File: src/rtl/rr_arbiter16.sv
// rr_arbiter16: 16-way round-robin arbiter with done/drop release, hold timeout and a mandatory idle cycle between grants.
module rr_arbiter16 #(
  parameter logic [7:0] TIMEOUT = 8'd200
) (
  input  logic        clk,
  input  logic        rst,
  input  logic [15:0] req,
  input  logic        done,
  output logic [15:0] gnt,
  output logic [3:0]  gnt_idx,
  output logic        gnt_valid,
  output logic        timeout_evt
);
  typedef enum logic {IDLE, GRANT} state_t;
  state_t     state;
  logic [3:0] ptr;
  logic [3:0] off;
  logic [3:0] win;
  logic [7:0] cnt;
  logic       own_req;
  logic       to_hit;
  logic       rel;
  // Descending scan so the lowest offset from ptr wins.
  always_comb begin
    off = '0;
    for (int i = 15; i >= 0; i--)
      if (req[ptr + 4'(i)]) off = 4'(i);
  end
  assign win     = ptr + off;
  assign own_req = req[gnt_idx];
  assign to_hit  = (TIMEOUT != 8'd0) && (cnt == TIMEOUT - 8'd1);
  assign rel     = done || !own_req || to_hit;
  always_ff @(posedge clk or posedge rst) begin
    if (rst) begin
      state       <= IDLE;
      ptr         <= '0;
      cnt         <= '0;
      gnt         <= '0;
      gnt_idx     <= '0;
      gnt_valid   <= 1'b0;
      timeout_evt <= 1'b0;
    end else if (state == IDLE) begin
      timeout_evt <= 1'b0;
      if (|req) begin
        state     <= GRANT;
        gnt_idx   <= win;
        gnt       <= 16'd1 << win;
        gnt_valid <= 1'b1;
        cnt       <= '0;
      end
    end else begin
      cnt         <= (cnt == 8'hFF) ? cnt : cnt + 8'd1;
      timeout_evt <= rel && to_hit && !done && own_req;
      if (rel) begin
        state     <= IDLE;
        gnt       <= '0;
        gnt_valid <= 1'b0;
        ptr       <= gnt_idx + 4'd1;
      end
    end
  end
endmodule

File: config.mk
export PLATFORM = sky130hd
export DESIGN_NAME = rr_arbiter16
export DESIGN_NICKNAME = d
export VERILOG_FILES = /design/src/rtl/rr_arbiter16.sv
export SDC_FILE = /design/constraint.sdc
export NUM_CORES = 1
export LEC_CHECK = 0
export ABC_AREA = 1
export CORE_ASPECT_RATIO = 0.5
export CORE_MARGIN = 3
export CORE_UTILIZATION = 52
export DETAILED_ROUTE_END_ITERATION = 10
export PLACE_DENSITY = 0.76
export SETUP_SLACK_MARGIN = 0.02
export SYNTH_ARGS = -nofsm -noshare
export SYNTH_HDL_FRONTEND = slang
export SYNTH_SLANG_ARGS = --single-unit
File: constraint.sdc
create_clock -name clk -period 6.15 [get_ports clk]
set_input_delay 1.23 -clock clk [delete_from_list [all_inputs] [get_ports clk]]
set_output_delay 1.23 -clock clk [all_outputs]
set_load 0.01 [all_outputs]
==> results of run 1 <==
[Yosys cell counts, drive strengths merged]
cell type	number	area [sq um]
nand2	126	480.5
nand3	84	420.4
inv	49	183.9
o21ai	39	195.2
dfrtp	35	875.8
nor2	22	87.58
a21oi	17	92.59
ha	12	150.1
nor3	11	60.06
buf	10	70.06
xor2	9	78.83
o21a	5	37.54
o31ai	5	71.32
a31oi	4	25.02
nor4	3	18.77
clkbuf	2	7.510
nand4	2	12.51
o221ai	2	17.52
xnor2	2	25.03
a21boi	1	7.510
a22o	1	8.760
a32o	1	10.01
and3	1	6.260
clkinv	1	3.750
fa	1	20.02
mux2i	1	10.01
nand3b	1	7.510
nor3b	1	7.510
o32ai	1	8.760
or2	1	6.260
[routing by layer]
metal / GRT usage / up-vias
li1: - / 1593
met1: 0.3479 / 1493
met2: 0.4201 / 137
met3: 0.04146 / 18
met4: 0.08562 / 0
met5: 0 / -
[critical path, delay by kind of cell, from the launching register on]
family,cells,cell delay [ps]
buf+inv,5,770
simple gates,18,1500
flops,1,670
compound gates,3,560
fa+ha+maj,3,1030
[per-stage QoR]
step	hold WS, ps	setup WS, ps	utilization	std cells
finish	482.9	1521	0.6872	558
detailed placement	476.0	1410	0.6540	550
global placement	457.2	1425	0.6540	550
floorplan	457.9	2411	-	450
CTS	493.0	1603	0.6872	558
global route	523.7	1064	0.6872	558
[worst max path at each step]
stage	from	end	slack, ps	cells after the start
2_1_floorplan	req[5]	gnt[5]	2410	26
3_3_place_gp	req[14]	gnt[6]	1430	25
3_5_place_dp	req[10]	gnt[2]	1410	25
4_1_cts	ptr[1]	gnt[2]	1600	26
5_1_grt	ptr[1]	gnt[6]	1060	29
6_report	ptr[1]	gnt[6]	1520	29
[final cells by class]
| type | instances | share of cell area |
|---|---|---|
| timing repair buffer | 42 | 0.1152 |
| multi-input combinational | 353 | 0.5173 |
| tap | 70 | 0.02429 |
| inverter | 50 | 0.05205 |
| clock buffer | 6 | 0.03851 |
| clock inverter | 2 | 0.009715 |
| sequential | 35 | 0.2429 |
[flip-flops by register name, indices dropped and copies added (netlist names)]
name / count
ptr: 4
gnt_valid: 1
state: 1
cnt: 8
timeout_evt: 1
gnt_idx: 4
gnt: 16
[cell families after synthesis]
family / Yosys count / synth area share
AND/OR/NAND/NOR: 252 / 0.3683
flip-flops: 35 / 0.2913
AO/OA/AOI/OAI: 76 / 0.1577
buffers and inverters: 62 / 0.08822
XOR/XNOR: 11 / 0.03454
adder cells (fa/ha/maj): 13 / 0.05659
multiplexers: 1 / 0.003329
[cell usage in the layout (no fill, tap or decap), types with 6 or more instances in the layout]
master / count
a21oi_1: 15
o21ai_0: 33
nand3_1: 84
nor3_1: 10
nand2_1: 123
xor2_1: 9
dfrtp_1: 35
ha_1: 12
inv_1: 46
clkdlybuf4s50_1: 40
nor2_1: 20
o21ai_1: 6
==> impl_results.md, run 1 <==
- R2R cell count: 29
- Met3 Wirelength: 572 um
- Worst path most repeated cell: nand2_1
- Final setup fails: 0
- Post-CTS Resized: 0
- CTS buffer count: 5
- IO buf count: 40
- Ant. Diodes: 0
- Post-DRT Antenna Nets: 0
- Final Hold Viols: 0
- Max_slew headroom: 0.5463
- Synth Net Count: 482
- Critical Path RT: 6340 ps
- Max cap viols: 0
- Initial DRC count: 251
- Hold buffer count at cts: 0
- Fmax: 216.0 MHz
- Register area: 875.8 sq um
- CTS tree: done
- DR WL/cell: 14.59 um
- Final Net Count: 519
- Yosys reg bits: 35
- Top Layer Used: met4
- WL met2: 3.770 mm
- Mapped Area: 3007 sq um
- Critical R2R Capture: gnt[6]
- Antenna violations before repair: 0
- Vias per cell: 5.808
- Worst path slowest cell: dfrtp_1
- Layout cell share with drive strength beyond 1: 0.05738
- Crit start category: flop
- Clk slew on worst S/H paths: 50 ps
- Worst-Margin Slew: 679.8 ps
- Area growth syn-to-layout: 19.93%
- Setup Skew: 3.067 ps
- # IOs: 41
- Critical path type: reg -> reg
- Crit path max fanout: 14
- Crit path DAT: 4810 ps
- Starting Density: 0.5730
- H-tree levels: 2
- Post-CTS Setup Inserts: 0
- Site Rows: 18
- DR pass1 iterations: 5
- Min-delay src: gnt[8]
- GPL Wtd Cong: 0.9316
- CTS root buf: clkbuf_16
- Detailed Place HPWL: 6.195 mm
- Sequential area share after synthesis: 0.2913
- Max incr delay on CP: 670 ps
- Cell area after layout: 3606 sq um
- Die X: 113.5 um
- First-pass GRT wire length: 13.92 mm
- Reg-to-Reg Start: ptr[1]
- Cell count after synthesis: 450
- Filler cell count: 441
- Routed wire length: 8.143 mm
- Status: finished, final reports clean
- RSZ-0062 raised after global routing: false
- Vias in the first global route: 2976
- Total global routing overflow: 0
- Post-route DRC: 0
- Vias: 3241
- Hold depth: 2
- Worst skew pair latency: 280 ps
- Total GRT Usage: 0.2553
- Syn_area_per_cell: 6.681 sq um
- CTS sink cnt: 35
- Syn. warnings: 0
- Die Area: 6786 sq um
- Reg-to-reg slack, setup: 1520 ps
- Maximum clock insertion buffer count: 2
- Synth unique cells: 40
- M1 wire length: 3.641 mm
- Period utilization: 0.7527
- CP Capture Type: flop
- Area occupied by multi-input gates: 1866 sq um
- DP Area: 3432 sq um
- Max-slew violation count: 0
- Hold Path Sink: gnt[8]
- Die height: 59.77 um
- Core area: 5248 sq um
- Setup TNS: 0 ps
- Worst min path class: reg -> reg
- Largest net degree at the start of global routing: 36
- Post-layout minimum cycle time: 4629 ps
Power of run 1 is left out: the tool's default activity adds up to more than one toggle a clock period on the data nets, which glitch-free logic cannot reach.
==> inputs of run 2 (changes only) <==
==> constraint.sdc (replaced) <==
create_clock -name clk -period 4.8 [get_ports clk]
set_input_delay 0.96 -clock clk [delete_from_list [all_inputs] [get_ports clk]]
set_output_delay 0.96 -clock clk [all_outputs]
set_load 0.01 [all_outputs]
==> run 2 against run 1 <==
  * Final area is 0.83% lower
  * Routed wire length is 1.0% higher
  * Clock skew is 1.9 ps higher
  * First-iteration DRC count is 1.2% lower
  * Core utilization is 0.57 points lower
  * Via count is 1.3% lower
  * Count of clock-buffer cells in the layout stayed put
  * Non-clock buffer count is 2 higher
  * Critical path depth is 1 lower
  * Sequential share of layout area is 0.20 points higher
  * Critical endpoint is now gnt[5]
==> impl_results.md, run 2 (synthesis gave the netlist of run 1 again) <==
- Crit start category: primary input
- Top delay family on crit path: simple AND/OR/NAND/NOR gates
- Max-slew violation count: 0
- Max incr delay on CP: 490 ps
- GPL Wtd Cong: 0.9551
- R2R cell count: 29
- # IOs: 41
- Max_slew headroom: 0.5476
- Fmax: 229.5 MHz
- Starting Density: 0.5730
- Die Area: 6786 sq um
- CP Capture Type: flop
- Post-CTS Setup Inserts: 0
- Final setup fails: 0
- Post-CTS Resized: 0
- DR WL/cell: 14.75 um
- Regs by FF count: gnt: 16 flops, cnt: 8 flops
- Worst path most repeated cell: nand2_1
- Commonest cells after routing, fill and taps aside: nand2_1, nand3_1, inv_1
- Final Net Count: 521
- Post-layout minimum cycle time: 4358 ps
- Vias: 3199
- WP buf/inv: 4
- Ant. Diodes: 0
- Status: finished, final reports clean
- Post-DRT Antenna Nets: 0
- Total global routing overflow: 0
- Maximum clock insertion buffer count: 2
- Commonest non-fill, non-tap cell in the layout: nand2_1
- Critical path type: in -> reg
- DR pass1 iterations: 5
- CTS buffer count: 5
- Area growth syn-to-layout: 18.93%
- Period utilization: 0.9079
- Total GRT Usage: 0.2563
- Vias in the first global route: 2964
- Crit path max fanout: 7
- Hold depth: 2
- IO buf count: 40
- Crit path DAT: 4530 ps
- CTS tree: done
- Critical Path RT: 4970 ps
- Hold buffer count at cts: 0
- Setup TNS: 0 ps
- Site Rows: 18
- H-tree levels: 2
- CTS sink cnt: 35
- Final Hold Viols: 0
- Filler cell count: 480
- Initial DRC count: 248
- Reg with most FFs: gnt
- WP depth: 28
- Max cap viols: 0
- Die height: 59.77 um
- CTS root buf: clkbuf_16
- Clk slew on worst S/H paths: 50 ps
- RSZ-0062 raised after global routing: false
- Setup Skew: 4.925 ps
- Worst path slowest cell: clkdlybuf4s50_1
- Largest net degree at the start of global routing: 36
- Detailed Place HPWL: 6.293 mm
- Post-route DRC: 0
- Routed wire length: 8.228 mm
- First-pass GRT wire length: 13.79 mm
- Die X: 113.5 um
- Worst skew pair latency: 280 ps
- Vias per cell: 5.733
- Antenna violations before repair: 0
- Worst-Margin Slew: 677.9 ps
- Max FFs per register: 16
- Worst min path class: reg -> reg
- Layout cell share with drive strength beyond 1: 0.05533
- Core area: 5248 sq um
run 2: cell count changes in the layout (fill, tap and decap cells not counted):
cell,previous run,this run
buf_4,2,4
bufinv_16,1,0
clkbuf_1,0,1
clkbuf_8,1,0
clkinv_2,1,0
run 2: layout make-up:
type	instances	area [sq um]	share of cell area
multi-input combinational	353	1866	0.5217
sequential	35	875.8	0.2449
timing repair buffer	44	430.4	0.1204
inverter	50	187.7	0.05248
clock buffer	6	128.9	0.03604
tap	70	87.58	0.02449
run 2: metrics by stage:
stage / setup slack [ps] / cells / hold slack [ps] / instance area (sq um) / utilization
floorplan: 1078 / 450 / 457.9 / 3007 / -
global placement: 353.0 / 552 / 458.6 / 3447 / 0.6569
detailed placement: 248.5 / 552 / 461.8 / 3447 / 0.6569
CTS: 518.6 / 558 / 480.3 / 3576 / 0.6815
global route: 98.42 / 558 / 521.9 / 3576 / 0.6815
finish: 442.2 / 558 / 483.9 / 3576 / 0.6815
run 2: worst paths after layout:
kind                            startpoint  slack [ps]   endpoint
worst max-delay path               req[15]         440     gnt[5]
worst max register to register      ptr[0]         470     gnt[5]
worst min register to register   gnt_valid         480  gnt_valid
worst min-delay path             gnt_valid         480  gnt_valid
max in group asynchronous              rst        3410     ptr[0]
min in group asynchronous              rst        1080     gnt[6]
run 2: routing by layer:
metal,vias to the layer above,track usage,routed length (um)
met3,20,0.04348,515
met4,0,0.09075,183
met1,1474,0.3455,3863
met2,118,0.4234,3665
li1,1587,-,-
met5,-,0,0
run 2: worst min-delay path: cells and delay by family (launching register included):
kind	cells	cell delay (ps)
AND/OR/NAND/NOR	2	100
flip-flops	1	350
Power of run 2 is left out for the same reason.
==> inputs of run 3 (changes only) <==
--- a/config.mk
+++ b/config.mk
@@ -10,6 +10,7 @@
 export CORE_MARGIN = 3
 export CORE_UTILIZATION = 52
 export DETAILED_ROUTE_END_ITERATION = 10
+export GPL_ROUTABILITY_DRIVEN = 0
 export PLACE_DENSITY = 0.76
 export SETUP_SLACK_MARGIN = 0.02
 export SYNTH_ARGS = -nofsm -noshare
==> run 3 against run 2 <==
  * Via count decreased by 0.34%
  * Cell count increased by 0.36%
  * Fmax decreased by 0.12%
  * Clock skew decreased by 2.1 ps
  * Die area unchanged
  * Worst setup slack got worse by 5.0 ps
  * Sequential cell count unchanged
  * Register-to-register slack about the same
  * Global-route usage increased by 0.79 points
  * Hold slack improved by 3.2 ps
  * Non-clock buffer count unchanged
  * Critical endpoint is now gnt[6]
  * Largest cell class unchanged
==> impl_results.md, run 3 (synthesis gave the netlist of run 1 again) <==
- First-pass GRT wire length: 14.41 mm
- Period utilization: 0.9089
- Ant. Diodes: 0
- Post-layout minimum cycle time: 4363 ps
- Min-delay src: gnt[8]
- IO buf count: 40
- Fmax: 229.2 MHz
- Commonest non-fill, non-tap cell in the layout: nand2_1
- DP Area: 3447 sq um
- Max_slew headroom: 0.5643
- Reg with most FFs: gnt
- Total GRT Usage: 0.2643
- Post-DRT Antenna Nets: 0
- Reg-to-reg slack, setup: 480 ps
- DR WL/cell: 14.77 um
- Post-layout util: 0.6872
- Setup Skew: 2.867 ps
- RSZ-0062 raised after global routing: false
- Hold depth: 2
- CTS root buf: clkbuf_16
- Crit start category: primary input
- Hold Path Sink: gnt[8]
- Worst min path class: reg -> reg
- Core area: 5248 sq um
- Routed wire length: 8.270 mm
- R2R cell count: 25
- Antenna violations before repair: 0
- CTS tree: done
- Site Rows: 18
- Initial DRC count: 257
- Final Net Count: 521
- Commonest cells after routing, fill and taps aside: nand2_1, nand3_1, inv_1
- Hold buffer count at cts: 0
- Final Hold Viols: 0
- Final setup fails: 0
- Post-CTS Resized: 0
- Cell area after layout: 3606 sq um
- Max-slew violation count: 0
- Worst skew pair latency: 280 ps
- Layout cell share with drive strength beyond 1: 0.06327
- Status: finished, final reports clean
- Crit path DAT: 4540 ps
- Max FFs per register: 16
- Die X: 113.5 um
- Setup TNS: 0 ps
- Reg-to-Reg Start: ptr[2]
- Critical path type: in -> reg
- Clk slew on worst S/H paths: 50 ps
- CTS buffer count: 5
- CTS sink cnt: 35
- Area growth syn-to-layout: 19.93%
- Detailed Place HPWL: 6.264 mm
- Max cap viols: 0
- Starting Density: 0.5730
- Regs by FF count: gnt: 16 flops, cnt: 8 flops
- Crit. Startpoint: req[10]
- Vias: 3188
- Crit path max fanout: 6
- Vias in the first global route: 3083
- Post-CTS Setup Inserts: 0
- # IOs: 41
- Total global routing overflow: 0
- Critical Path RT: 4980 ps
- Vias per cell: 5.693
- H-tree levels: 2
- CP Capture Type: flop
- Placed instance count: 552
- Maximum clock insertion buffer count: 2
- Die Area: 6786 sq um
- Die height: 59.77 um
- Filler cell count: 478
- Post-route DRC: 0
- Finished Layout Cells: 560
- Largest net degree at the start of global routing: 36
- Worst-Margin Slew: 652.9 ps
- Critical R2R Capture: gnt[6]
- DR pass1 iterations: 5
run 3: cell types whose count changed in the layout (fill, tap and decap cells not counted), sizes merged:
cell,before,now
clkbuf,6,8
run 3: final cells by class:
| class | count | area (sq um) | area share |
|---|---|---|---|
| Clock buffer | 8 | 156.4 | 0.04337 |
| Inverter | 50 | 187.7 | 0.05205 |
| Multi-Input combinational cell | 353 | 1868 | 0.5180 |
| Sequential cell | 35 | 875.8 | 0.2429 |
| Tap cell | 70 | 87.58 | 0.02429 |
| Timing Repair Buffer | 44 | 430.4 | 0.1194 |
run 3: worst max-delay path: stages:
cell and delay [ps]:
clkdlybuf4s50_1 480, nand2_1 130, nand3_1 130, nand3_1 150, nand2_1 60, o21ai_1 270
nand2_1 100, nand2_1 70, nand2_1 50, nand2_1 60, nand2_1 50, nand2_1 50
nand2_1 50, nand2_1 70, nand2_1 50, nand2_1 50, nand2_1 40, nand2_1 60
a21oi_1 80, ha_1 210, fa_1 650, inv_1 140, nor3_1 230, inv_1 110
o31ai_2 240
run 3: per-stage QoR:
stage	hold slack [ps]	setup slack (ps)
floorplan	457.9	1078
global placement	457.1	384.9
detailed placement	467.4	312.4
CTS	491.0	468.2
global route	510.0	82.10
finish	487.2	437.2
run 3: how the worst max path moves through the flow:
stage / to / slack [ps] / depth (start not counted)
detailed placement: gnt[5] / 310 / 28
global route: gnt[6] / 80 / 27
floorplan: gnt[5] / 1080 / 31
CTS: gnt[6] / 470 / 28
finish: gnt[6] / 440 / 25
global placement: gnt[6] / 380 / 22
run 3: layer usage:
metal | wire length [um] | up-vias | track usage | part of all wire
met5 | 0 | - | 0 | 0
met4 | 106 | 0 | 0.08390 | 0.013
met3 | 498 | 10 | 0.03236 | 0.060
met2 | 3870 | 113 | 0.4519 | 0.47
met1 | 3794 | 1473 | 0.3556 | 0.46
li1 | - | 1592 | - | -
Power of run 3 is left out for the same reason.
